### src/rtl/hazard_pkg.sv
// Shared encodings and limits for the pipeline hazard unit.
// The forward-select codes are what the EX operand muxes decode.
package hazard_pkg;

    localparam logic [1:0] FWD_RF    = 2'b00;
    localparam logic [1:0] FWD_EXMEM = 2'b01;
    localparam logic [1:0] FWD_MEMWB = 2'b10;

    localparam int LOAD_LAT_MIN = 1;
    localparam int LOAD_LAT_MAX = 4;

    // Widest value ever loaded is LOAD_LAT+2 (no-forwarding load).
    function automatic int cnt_width(input int load_lat);
        return $clog2(load_lat + 3);
    endfunction

endpackage

### src/rtl/hazard_scoreboard.sv
// Per-register pending-result scoreboard: one down-counter per register,
// loaded when a writer issues and counting down to "value consumable".
module hazard_scoreboard
    import hazard_pkg::*;
#(
    parameter int REG_AW = 5,
    parameter int CW     = 2
) (
    input  logic              clk,
    input  logic              rst_n,
    input  logic              set_en,
    input  logic [REG_AW-1:0] set_idx,
    input  logic [CW-1:0]     set_val,
    input  logic [REG_AW-1:0] rs_idx,
    input  logic [REG_AW-1:0] rt_idx,
    output logic              rs_busy,
    output logic              rt_busy
);

    localparam int NREG = 1 << REG_AW;

    logic [CW-1:0] cnt_q [NREG];
    logic [CW-1:0] cnt_d [NREG];

    always_comb begin
        for (int i = 0; i < NREG; i++) begin
            cnt_d[i] = cnt_q[i];
            if (cnt_q[i] != '0) begin
                cnt_d[i] = cnt_q[i] - 1'b1;
            end
            // A fresh writer overrides the countdown; register 0 never tracks.
            if (set_en && (i != 0) && (set_idx == REG_AW'(i))) begin
                cnt_d[i] = set_val;
            end
        end
    end

    always_ff @(posedge clk) begin
        if (rst_n) begin
            for (int i = 0; i < NREG; i++) begin
                cnt_q[i] <= '0;
            end
        end else begin
            cnt_q <= cnt_d;
        end
    end

    assign rs_busy = (cnt_q[rs_idx] != '0);
    assign rt_busy = (cnt_q[rt_idx] != '0);

endmodule

### src/rtl/hazard_unit.sv
// Load-use / RAW hazard detection, EX operand forwarding select and a
// saturating stall counter. rst_n is an active-high synchronous reset.
module hazard_unit
    import hazard_pkg::*;
#(
    parameter int REG_AW   = 5,
    parameter int LOAD_LAT = 1,
    parameter int FWD_EN   = 1
) (
    input  logic              clk,
    input  logic              rst_n,
    input  logic [REG_AW-1:0] id_rs,
    input  logic [REG_AW-1:0] id_rt,
    input  logic              id_use_rs,
    input  logic              id_use_rt,
    input  logic              id_valid,
    input  logic [REG_AW-1:0] id_rd,
    input  logic              id_reg_write,
    input  logic              id_mem_read,
    input  logic [REG_AW-1:0] exmem_rd,
    input  logic [REG_AW-1:0] memwb_rd,
    input  logic              exmem_reg_write,
    input  logic              exmem_mem_read,
    input  logic              memwb_reg_write,
    input  logic              flush,
    output logic              stall,
    output logic              idex_bubble,
    output logic [1:0]        fwd_a,
    output logic [1:0]        fwd_b,
    output logic [15:0]       stall_cnt
);

    localparam int LAT = (LOAD_LAT < LOAD_LAT_MIN) ? LOAD_LAT_MIN :
                         (LOAD_LAT > LOAD_LAT_MAX) ? LOAD_LAT_MAX : LOAD_LAT;
    localparam int CW  = cnt_width(LAT);
    // Without forwarding every result must reach the register file first.
    localparam int SET_LOAD = (FWD_EN != 0) ? LAT : LAT + 2;
    localparam int SET_ALU  = (FWD_EN != 0) ? 0 : 2;

    logic              rs_busy, rt_busy, issue;
    logic [CW-1:0]     set_val;
    logic [REG_AW-1:0] ex_rs_q, ex_rs_d, ex_rt_q, ex_rt_d;
    logic [15:0]       stall_cnt_q, stall_cnt_d;
    logic              exmem_fwd_ok, memwb_fwd_ok;

    hazard_scoreboard #(
        .REG_AW (REG_AW),
        .CW     (CW)
    ) u_scoreboard (
        .clk     (clk),
        .rst_n   (rst_n),
        .set_en  (issue && id_reg_write),
        .set_idx (id_rd),
        .set_val (set_val),
        .rs_idx  (id_rs),
        .rt_idx  (id_rt),
        .rs_busy (rs_busy),
        .rt_busy (rt_busy)
    );

    always_comb begin
        set_val     = id_mem_read ? CW'(SET_LOAD) : CW'(SET_ALU);
        stall       = id_valid && !flush &&
                      ((id_use_rs && (id_rs != '0) && rs_busy) ||
                       (id_use_rt && (id_rt != '0) && rt_busy));
        issue       = id_valid && !stall && !flush;
        idex_bubble = stall || flush;

        ex_rs_d = issue ? id_rs : '0;
        ex_rt_d = issue ? id_rt : '0;

        stall_cnt_d = stall_cnt_q;
        if (stall && (stall_cnt_q != 16'hFFFF)) begin
            stall_cnt_d = stall_cnt_q + 16'd1;
        end
    end

    // A load still in EX/MEM has no data yet, so it is never a forward source.
    always_comb begin
        exmem_fwd_ok = exmem_reg_write && !exmem_mem_read && (exmem_rd != '0);
        memwb_fwd_ok = memwb_reg_write && (memwb_rd != '0);
        fwd_a = FWD_RF;
        fwd_b = FWD_RF;
        if (FWD_EN != 0) begin
            if (exmem_fwd_ok && (exmem_rd == ex_rs_q)) begin
                fwd_a = FWD_EXMEM;
            end else if (memwb_fwd_ok && (memwb_rd == ex_rs_q)) begin
                fwd_a = FWD_MEMWB;
            end
            if (exmem_fwd_ok && (exmem_rd == ex_rt_q)) begin
                fwd_b = FWD_EXMEM;
            end else if (memwb_fwd_ok && (memwb_rd == ex_rt_q)) begin
                fwd_b = FWD_MEMWB;
            end
        end
    end

    always_ff @(posedge clk) begin
        if (rst_n) begin
            ex_rs_q     <= '0;
            ex_rt_q     <= '0;
            stall_cnt_q <= '0;
        end else begin
            ex_rs_q     <= ex_rs_d;
            ex_rt_q     <= ex_rt_d;
            stall_cnt_q <= stall_cnt_d;
        end
    end

    assign stall_cnt = stall_cnt_q;

endmodule

### config.mk
export PLATFORM = sky130hd
export DESIGN_NAME = hazard_unit
export DESIGN_NICKNAME = d
export VERILOG_FILES = /design/src/rtl/hazard_pkg.sv /design/src/rtl/hazard_scoreboard.sv /design/src/rtl/hazard_unit.sv
export SDC_FILE = /design/constraint.sdc
export NUM_CORES = 1
export LEC_CHECK = 0
export CAP_MARGIN = 5
export CELL_PAD_IN_SITES_DETAIL_PLACEMENT = 1
export CELL_PAD_IN_SITES_GLOBAL_PLACEMENT = 2
export CORE_MARGIN = 2
export CORE_UTILIZATION = 35
export DETAILED_ROUTE_END_ITERATION = 6
export PLACE_DENSITY_LB_ADDON = 0.1
export SLEW_MARGIN = 5
export SYNTH_ARGS = -nofsm -noshare
export SYNTH_HDL_FRONTEND = slang
export SYNTH_SLANG_ARGS = --single-unit
### constraint.sdc
create_clock -name clk -period 4.25 [get_ports clk]
set_clock_uncertainty 0.2 [all_clocks]
set_input_delay 0.85 -clock clk [delete_from_list [all_inputs] [get_ports clk]]
set_output_delay 0.85 -clock clk [all_outputs]
set_load 0.005 [all_outputs]
==> results of run 1 <==
==> stage by stage <==
step | hold slack [ns] | util | worst slack [ns] | TNS [ns]
detailed placement | 0.316 | 0.418 | -0.0980 | -0.187
global placement | 0.297 | 0.418 | -0.0892 | -0.175
global route | 0.371 | 0.440 | 0.0262 | 0
CTS | 0.330 | 0.440 | 0.122 | 0
finish | 0.330 | 0.440 | 0.127 | 0
floorplan | 0.277 | - | 0.705 | 0
==> worst max-delay path, delay by kind of cell <==
| kind | cells | cell delay [ns] |
|---|---|---|
| buffers and inverters | 2 | 1.03 |
| and+or+nand+nor | 3 | 0.95 |
| AOI/OAI and AO/OA | 1 | 0.25 |
==> cell type report <==
cell class | count | area (um^2) | area share
multi-input combinational | 493 | 3540 | 0.505
sequential | 90 | 1800 | 0.257
timing repair buffer | 87 | 817 | 0.116
tap | 216 | 270 | 0.0385
inverter | 68 | 258 | 0.0367
clock buffer | 12 | 256 | 0.0365
clock inverter | 4 | 73.8 | 0.0105
==> layout by cell type (no fill, tap or decap), drive strengths merged, types with 14 or more instances in the layout <==
cell type      count
dfxtp             90
nor2              89
inv               68
a21oi             56
clkdlybuf4s50     54
xor2              39
ha                33
nand3             31
buf               31
nor3              23
a211oi            19
mux4              15
a21o              15
nand2             14
xnor2             14
==> registers in the layout, indices dropped and copies added, names as in the netlist <==
| name | count |
|---|---|
| ex_rs_q | 5 |
| ex_rt_q | 5 |
| stall_cnt | 16 |
| u_scoreboard.cnt_q | 64 |
==> power by group through the flow <==
stage	sequential, mW	combinational [mW]	clock (mW)
floorplan	1.19	1.24	0
global placement	1.21	1.55	0
detailed placement	1.24	1.66	0
CTS	1.22	1.69	0.928
global route	1.25	1.90	0.957
finish	1.22	1.67	0.904
==> layer usage <==
| layer | vias to the layer above | GRT usage |
|---|---|---|
| met5 | - | 0 |
| met4 | 0 | 0.0525 |
| met3 | 18 | 0.0373 |
| met2 | 73 | 0.353 |
| met1 | 2541 | 0.242 |
| li1 | 2518 | - |
==> cell families after synthesis <==
group,after synthesis,synth area share
AOI/OAI and AO/OA,127,0.143
xor gates and xnor gates,53,0.0810
adders and majority gates,33,0.0721
buffers and inverters,104,0.0747
DFF,90,0.315
muxes,31,0.0889
and+or+nand+nor,249,0.225
==> worst max-delay path by stage <==
stage                        endpoint  cells past startpoint
2_1_floorplan                   stall                      9
3_3_place_gp              idex_bubble                     10
3_5_place_dp                    stall                     10
4_1_cts                      fwd_b[1]                      6
5_1_grt        u_scoreboard.cnt_q[40]                     13
6_report                     fwd_b[1]                      6
==> timing repair <==
| action | in CTS | in global routing |
|---|---|---|
| setup endpoints to repair | 2 | 0 |
| buffers inserted | 1 | 0 |
| resized for setup | 10 | 0 |
==> results.txt, run 1 <==
----------------------------------------------------
[Logic synthesis]
  Count of different cell masters after synthesis ... 54
  Synth warn ... 0
  Seq/Total Area, Yosys ... 0.315
  Leading cell type by number of instances after synthesis ... dfxtp_1
  Syn_nets ... 756
  Mean Syn Cell Area ... about 8.3 um^2
  Cell type contributing the most total cell area after synthesis ... dfxtp_1
  Count of flip-flops with a built-in enable after synthesis ... 0
  Post-Syn Area ... 5730 um^2
  Commonest cells post-synth ... dfxtp_1, nor2_1, inv_1, a21oi_1, xor2_1
  Share of flip-flops with an asynchronous set or reset ... 0
  Most area-consuming cells after synthesis ... dfxtp_1, ha_1, xor2_1
  Area share of the largest cell type after synthesis ... 0.315
  Post-synthesis cell count ... about 690
  Register bit total from synthesis ... 90
  Post-synth top flop ... dfxtp_1

[Drt]
  Antenna Nets Post-Route ... 0
  Total routed wirelength ... 16.7 mm
  Routed via count ... 5150
  Post-Route M1 WL ... 7.60 mm
  Highest metal layer used by the detailed router ... met4
  Met3 wire len ... 546 um
  Initial DRC count ... 161
  Pre-Repair DR Iteration Count ... 6
  Post-detailed-route via-to-cell ratio ... about 5.3
  Post-route DRC violation count ... 0
  Wirelength per Cell ... 17.2 um
  Met2 wirelength from detailed routing ... 8.32 mm

[Global route]
  Global route overflow ... 0
  GRT Total Usage ... 0.197
  Maximum number of pins on one net before global-route repair ... 39
  Number of antenna violations at the first check in global routing ... 0
  Number of global-route vias before repair ... 5393
  Wire length of the first global-routing pass ... ~28 mm

[CTS]
  TritonCTS clock tree ... yes
  Root buffer cell ... clkbuf_16
  Latest clock arrival within the worst-skew pair ... about 0.35 ns
  Clk sinks ... 90
  Number of levels the H-tree was split into ... 3
  Clock transition at path regs ... 0.07 ns
  Total clock buffers created by CTS ... 9
  Maximum clock path buffer count ... 2
  Hold-fix buffers at CTS ... 0

[Finish]
  Design Area, Final ... 7020 um^2
  Proportion of layout cells with a drive suffix above 1 ... 0.118
  Final-stage net count ... 818
  Final Non-Filler Cells ... 970
  Fill cell instance count of the final layout ... between 1500 and 2000
  Number of diodes added for antenna fixing ... 0
  Area growth syn-to-layout ... 22.6%

[Timing]
  Final count of hold timing violations ... 0
  Top achievable clock speed ... about 240 MHz
  Minimum clock period ... a little over 4 ns
  Final slew viol count ... 0
  Relative slew slack ... 0.264
  Unrepaired setup endpoints after global routing ... false
  Slew at the pin closest to its max-slew limit ... 1.10 ns
  Share of the cycle needed by the critical path after routing ... 0.970
  Final setup violating endpoints ... 0

[Worst setup path]
  Worst Setup Start Kind ... input pin
  Capturing element type of the critical path ... output port
  Required time of the critical path ... 3.20 ns
  Sequence of cells on the critical path ... clkdlybuf4s50_1 > or4_1 > o21ai_0 > nor4_1 > nor4_1 > clkdlybuf4s50_1
  Critical path type ... in -> out
  Source of the worst register-to-register timing path ... u_scoreboard.cnt_q[57]
  Reg2Reg Capture Point ... u_scoreboard.cnt_q[44]
  Setup crit start ... exmem_rd[1]
  Largest stage delay, worst path ... approximately 0.56 ns
  Critical Path AT ... 3.07 ns
  Slowest stage cell on the critical path ... clkdlybuf4s50_1
  Biggest fanout along the worst timing path ... 3
  Setup slack on the worst flop-to-flop path ... 1.08 ns
  Worst r2r path cells ... 10

[Status]
  Run status ... finished clean

[Floorplanning]
  Chip Height ... approximately 130 um
  Die outline width ... 132 um
  Starting density of the core ... 0.359
  Number of cell rows ... 46
  Placeable core region ... 15900 um^2
  Area of the die ... 17400 um^2
  Top-Level Pins ... 58

[Pwr]
  Part of the power in registers ... 0.321
  Switching pwr ... 1.40 mW
  Power consumption ... 3.79 mW
  Peak supply drop ... 0.208 mV
  Fraction of power consumed by combinational cells ... 0.440
  Proportion of power drawn by the clock network ... 0.239
  Leak pwr ... 2.69 nW
  Switching power as a share of total power ... 0.369
  Power density of the placed cells ... 539 nW/um^2
  Internal portion of total power ... 2.39 mW

[Placement]
  Final estimated routing congestion in global placement ... 0.850
  Total placed instance area ... 6660 um^2
  PortBufs ... 57
  Total instance count after detailed placement ... approximately 950
  Half-perimeter wire length after detailed placement ... 12.9 mm

[Worst hold path]
  Endpoint with the worst hold slack ... stall_cnt[11]
  Launch point of the worst hold path ... stall_cnt[11]
  Worst Hold Path Cells ... 2
  Hold WC Path Type ... reg -> reg

[Flow run]
  Max Cap Violations ... 0

----------------------------------------------------
(Power assumes the default switching activity.)
==> run 2: changes to the inputs <==
Settings changed: CAP_MARGIN 5 to default.
==> results of run 2 <==
Same layout as run 1: the final DEF is identical, and so are final timing and power.
